===== config.mk =====
export PLATFORM = sky130hd
export DESIGN_NAME = store_merger
export DESIGN_NICKNAME = d
export VERILOG_FILES = /design/src/rtl/store_merger.sv
export SDC_FILE = /design/constraint.sdc
export NUM_CORES = 1
export LEC_CHECK = 0
export ABC_AREA = 1
export CAP_MARGIN = 20
export CORE_ASPECT_RATIO = 0.6
export CORE_MARGIN = 3
export CORE_UTILIZATION = 38
export DETAILED_ROUTE_END_ITERATION = 6
export DONT_BUFFER_PORTS = 1
export PLACE_DENSITY = 0.56
export SYNTH_ARGS = -nofsm -noshare
export SYNTH_HDL_FRONTEND = slang
export SYNTH_SLANG_ARGS = --single-unit

===== constraint.sdc =====
create_clock -name CLK -period 1.83 [get_ports CLK]
set_input_delay 0.366 -clock CLK [delete_from_list [all_inputs] [get_ports CLK]]
set_output_delay 0.366 -clock CLK [all_outputs]
set_load 0.02 [all_outputs]

===== src/rtl/store_merger.sv =====
// store_merger: narrows a register value into a byte/halfword/word store via read-modify-write
module store_merger (
    input  logic        CLK,
    input  logic        RST,
    input  logic        req,
    input  logic [1:0]  size,
    input  logic [31:0] addr,
    input  logic [31:0] wdata,
    output logic        done,
    output logic        misaligned,
    output logic        mem_ren,
    output logic        mem_wen,
    output logic [31:0] mem_addr,
    output logic [31:0] mem_store,
    input  logic [31:0] mem_load,
    input  logic        mem_wait
);
    typedef logic [31:0] word_t;
    typedef enum logic [1:0] {IDLE, READ, WRITE, DONE} state_t;
    state_t state_q, state_d;
    logic half_q, half_d, mis_q, mis_d, req_mis;
    word_t addr_q, addr_d, buf_q, buf_d, lane_mask, lane_data;
    logic [15:0] wdata_q, wdata_d;
    always_comb begin
        req_mis = size == 2'b01 ? addr[0] : (size[1] && addr[1:0] != 2'b00);
        lane_mask = half_q ? (addr_q[1] ? 32'h0000_FFFF : 32'hFFFF_0000) : 32'hFF00_0000 >> {addr_q[1:0], 3'b000};
        lane_data = half_q ? {2{wdata_q}} : {4{wdata_q[7:0]}};
        state_d = state_q;
        half_d = half_q;
        mis_d = mis_q;
        addr_d = addr_q;
        wdata_d = wdata_q;
        buf_d = buf_q;
        case (state_q)
            IDLE: if (req) begin
                half_d = size[0];
                mis_d = req_mis;
                addr_d = addr;
                wdata_d = wdata[15:0];
                buf_d = size[1] && !req_mis ? wdata : buf_q;
                state_d = req_mis ? DONE : size[1] ? WRITE : READ;
            end
            READ: if (!mem_wait) begin
                buf_d = (mem_load & ~lane_mask) | (lane_data & lane_mask);
                state_d = WRITE;
            end
            WRITE: if (!mem_wait) state_d = DONE;
            default: state_d = IDLE;
        endcase
    end
    always_ff @(posedge CLK) begin
        if (RST) begin
            state_q <= IDLE;
            half_q <= 1'b0;
            mis_q <= 1'b0;
            addr_q <= '0;
            wdata_q <= '0;
            buf_q <= '0;
        end else begin
            state_q <= state_d;
            half_q <= half_d;
            mis_q <= mis_d;
            addr_q <= addr_d;
            wdata_q <= wdata_d;
            buf_q <= buf_d;
        end
    end
    assign done = state_q == DONE;
    assign misaligned = done && mis_q;
    assign mem_ren = state_q == READ;
    assign mem_wen = state_q == WRITE;
    assign mem_addr = mem_ren || mem_wen ? {addr_q[31:2], 2'b00} : 32'h0;
    assign mem_store = buf_q;
endmodule


## Word level (Yosys, flattened, before mapping)

Cells that the tools add are included.

| storage, ports and cells | value |
|---|---|
| bits in registers | 84 |
| input port bits | 102 |
| output and inout bits | 68 |
| logic and storage cells | 45 |

| cells by class | value |
|---|---|
| equal/unequal tests | 8 |
| shift-type cells | 1 |
| multiplexer cells | 15 |
| bitwise logic cells | 4 |
| reduce and logical (&&, ||, !) cells | 11 |

Operator list:

| operator | number |
|---|---|
| 32-bit two-way mux | 7 |
| 32-bit bitwise AND | 2 |
| 32-bit case mux with 2 select lines | 1 |
| 32-bit NOT | 1 |
| 32-bit bitwise OR | 1 |
| 32-bit by 5-bit >> shifter with 32-bit output (first input constant) | 1 |
| 2-bit two-way mux | 5 |
| 2-bit != test (second input constant) | 4 |
| 2-bit case mux with 3 select lines | 1 |
| 2-bit by 1-bit equality test with 1-bit output (second input constant) | 2 |
| 2-bit equality test (second input constant) | 2 |
| 4-bit AND reduction | 1 |
| 2-bit nonzero test | 2 |
| 1-bit logical AND | 3 |
| 3-bit AND reduction | 1 |
| 2-bit logical NOT | 1 |
| 2-bit AND reduction | 1 |
| 1-bit logical NOT | 1 |
| 1-bit logical OR | 1 |
| 1-bit two-way mux | 1 |

## Logic depth before layout (Yosys ltp)

| logic depth | value |
|---|---|
| word-level depth | 8 |
| gate-level depth with buffers | 11 |
| mapped depth without buffers | 9 |

## Worst setup path after synthesis

No wires, ideal clock.

| timing | value |
|---|---|
| kind | register to register |
| from | register state_q[1] |
| to | register buf_q[0] (netlist: mem_store[0]) |
| setup time | 0.112 ns |
| arrival time | 1.553 ns |
| required time | 1.718 ns |
| slack | 0.166 ns |
| stages on the path, launching flop included | 11 |
| buffers on the path | 2 |
| clock period less this slack | 1.664 ns |
| cell sequence | dfxtp_1 inv_1 ha_1 buf_2 nand2_1 nand2_1 nor2_4 buf_2 nand3_1 nor2_1 nor2_1 |

| between the ends | value |
|---|---|
| longest elaborated chain between the ends | 3 |
| elaborated cells on any way between the ends | 8 |
| classes of those cells | eq/ne: 4; mux: 1; reduce/logical: 3 |

RTL lines:

| item | RTL line | RTL |
|---|---|---|
| start, declared | 20 | `state_t state_q, state_d;` |
| start signal, assigned | 60 | `state_q <= state_d;` |
| 2-bit by 1-bit equality test with 1-bit output (*) | - |  |
| named net mem_ren | 11 | `output logic mem_ren,` |
| 2-bit != test (no line) / 2-bit nonzero test (equally long branches) | - |  |
| 4-bit AND reduction (no line) | - |  |
| end signal, assigned | 65 | `buf_q <= buf_d;` |
| end, declared | 22 | `word_t addr_q, addr_d, buf_q, buf_d, lane_mask, lane_data;` |

Mark *: on every way through the listed nets, which the timed path passes. The rest lies on a longest branch.
A chain may end at the register's enable or synchronous reset.

## Worst setup path after layout

| timing | value |
|---|---|
| from | register state_q[1] |
| to | output mem_addr[2] |

| between the ends | value |
|---|---|
| longest elaborated chain between the ends | 3 |
| elaborated cells on any way between the ends | 4 |
| classes of those cells | eq/ne: 2; mux: 1; reduce/logical: 1 |

RTL lines:

| item | RTL line | RTL |
|---|---|---|
| 2-bit by 1-bit equality test with 1-bit output / 2-bit equality test (equally long branches) | 70, 71 |  |
| 1-bit logical OR (*) | 72 | `assign mem_addr = mem_ren \|\| mem_wen ? {addr_q[31:2], 2'b00} : 32'h0;` |
| 32-bit two-way mux (*) | 72 |  |
| end, declared | 13 | `output logic [31:0] mem_addr,` |

Mark *: on every way between the ends. The rest lies on a longest branch, timed or not.

==> run metrics <==
run status=finished, final reports clean; Max stage delay on crit path=370 ps; critical path type=flop to output pin; DRT iter0 DRCs=274; Synth top cells by count=213 x nand2_1, 209 x nor2_1, 99 x inv_1; RSZ-0062 raised after global routing=yes; Cell Chain, Critical Path=inv_2 -> ha_4 -> buf_12 -> nand2_1 -> inv_2; routability congestion estimate=0.870; clk sinks=84; hold crit path type=input pin to flop; number of flops mapped to enable cells by yosys=0; CP Data Required Time=1460 ps; initial antenna violation count=0; vias=4328; worst slew pin tran=495 ps; Die Width=148 µm; hold buffers post-CTS=0; overall power=10.1 mW; Die Y=91.0 µm; synthesized flop and latch total=84; IO Pins=170; clock tree root buffer cell=clkbuf_16; Std-Cell Rows=30; worst-path cell with the longest stage delay=dfxtp_4; HP Start=addr[5]; DRT antenna net count=0; Nets=871; IO Port Bufs=0; first-pass iteration count of the detailed router=5; Leak Pwr=2.58 nW; Final Cycle Share=97.1%; count leader, synth=nand2_1; Post-synth ARST share=0%; synthesized cell area=0.00458 mm²; top_reg_cell synth=dfxtp_1; Reg clk slew, reported paths=60 ps; Post-DP HPWL=9.93 mm; Worst Setup End Kind=output pin; initial core utilization=39.7%; Avg Cell Area, Syn=5.88 µm²; routed len/inst=14.5 µm; grt ovf=0; fmax=563 MHz; CP Launch Type=flop; delay-heaviest family, CP=flip-flops; Synth Instances=779; power per cell area=1970 mW/mm²; final instance area=0.00513 mm²; worst-path maximum fanout=16; yosys warns=0; Max clock buf depth=2; reg-to-reg slack, setup=140 ps; cells on worst reg2reg path=9; VDD IR max=795 µV; max cap viols=0; setup violators final=0; worst-skew pair later-pin latency=330 ps; Slew Limit Headroom=66.9%; all-layer global routing usage=20.0%; Worst Hold End=addr_q[5]; Cells after DPL=913; Final Hold Vio Count=0; setup_tns=0 ps; register area share after synthesis=36.7%; first-pass GRT wire length=21.5 mm; via density per instance=4.65; synth unique cells=21; depth of the CTS H-tree=3; post-layout util=44.5%; area leader, netlist=dfxtp_1; Crit path top cell by count=inv_2; DP Area=0.00475 mm²; core area=0.0115 mm²; number of diodes=0; DIE AREA=0.0134 mm²; skew final=6.90 ps; Area Growth Syn to Fin=12.0%; Synth top area share=36.7%; Crit Reg-Reg Startpoint=state_q[1]; total CTS buffers=9; Synth area leaders=dfxtp_1 37%, nand2_1 17%, nor2_1 17%; wirelength, routed=13.5 mm; largest net degree at the start of global routing=85; Pins Over Slew Limit=0; CP arrival=1410 ps; share of cells above drive strength 1=10.1%; CTS tree=built; Post-Layout Cell Count=930; hold path depth=2; # DRC=0; crit path time final=1780 ps; worst path bufs/invs=3; vias in the first global route=4152; reg2reg end=mem_store[14]
layout make-up:
type | count | area, µm²
Fill cell | 1257 | 6400
Timing Repair Buffer | 21 | 256
Sequential cell | 84 | 1690
Tap cell | 160 | 200
Multi-Input combinational cell | 549 | 2280
Clock inverter | 6 | 87.6
Clock buffer | 10 | 239
Inverter | 100 | 375
through the flow:
step                      setup slack, ps  hold slack, ps
after global placement                228             463
after global routing                -12.6             193
final                                52.3             200
after detailed placement              125             473
after floorplan                       166             455
after CTS                            13.7             188
state kept, by name (all words and copies together) (netlist names):
signal,count
mis_q,1
mem_store,32
wdata_q,16
addr_q,32
state_q,2
half_q,1
worst max path at each step:
stage,cells past startpoint,startpoint,to,slack (ps)
after floorplan,10,state_q[1],mem_store[0],170
after global placement,9,state_q[1],mem_store[15],230
after detailed placement,9,state_q[1],mem_store[15],130
after CTS,3,state_q[1],mem_ren,10
after global routing,5,state_q[1],mem_addr[22],-10
final,5,state_q[1],mem_addr[2],50
placed cells by master, fill, tap and decap left out, types with 2 or more instances in the layout:
cell / instances
clkbuf_16: 9
nand2_1: 212
buf_4: 13
inv_1: 66
a21oi_1: 14
nand3_1: 50
buf_12: 6
conb_1: 2
bufinv_16: 2
nor2_1: 209
dfxtp_1: 82
clkinvlp_4: 3
o21ai_0: 51
inv_2: 34
ha_1: 3
nand2_2: 2
worst register-to-register path, delay by kind of cell, from the launching register on:
family                     cells  cell delay (ps)
and+or+nand+nor                4              370
adders and majority gates      1              300
buffers and inverters          4              560
DFF                            1              360
cell families (layout without fill, tap and decap cells):
kind of cell               count (synthesis)  in the layout  synth area share (%)
and+or+nand+nor                          475            475                  40.7
buffers and inverters                    147            137                  13.8
DFF                                       84             84                  36.7
AOI/OAI and AO/OA                         68             68                  7.57
adders and majority gates                  4              4                  1.09
other                                      1              2                0.0819
report_power, final:
group	total [mW]	switching [mW]	internal [mW]
registers	3.18	0.735	2.45
clock network	2.00	0.766	1.23
logic	4.90	3.19	1.71
what timing repair did:
item	4_1_cts	5_1_grt
gates resized for setup	37	1
hold endpoints to repair	0	0
gates cloned	1	0
setup buffers	0	0
setup endpoints to repair	31	14
metal layers:
metal	track usage, %	up-vias	wire length [µm]
li1	-	2292	-
met1	29.4	1854	6580
met2	27.4	178	5030
met3	8.58	4	1850
met4	2.79	0	36
met5	0	-	0
(Power assumes the default switching activity.)
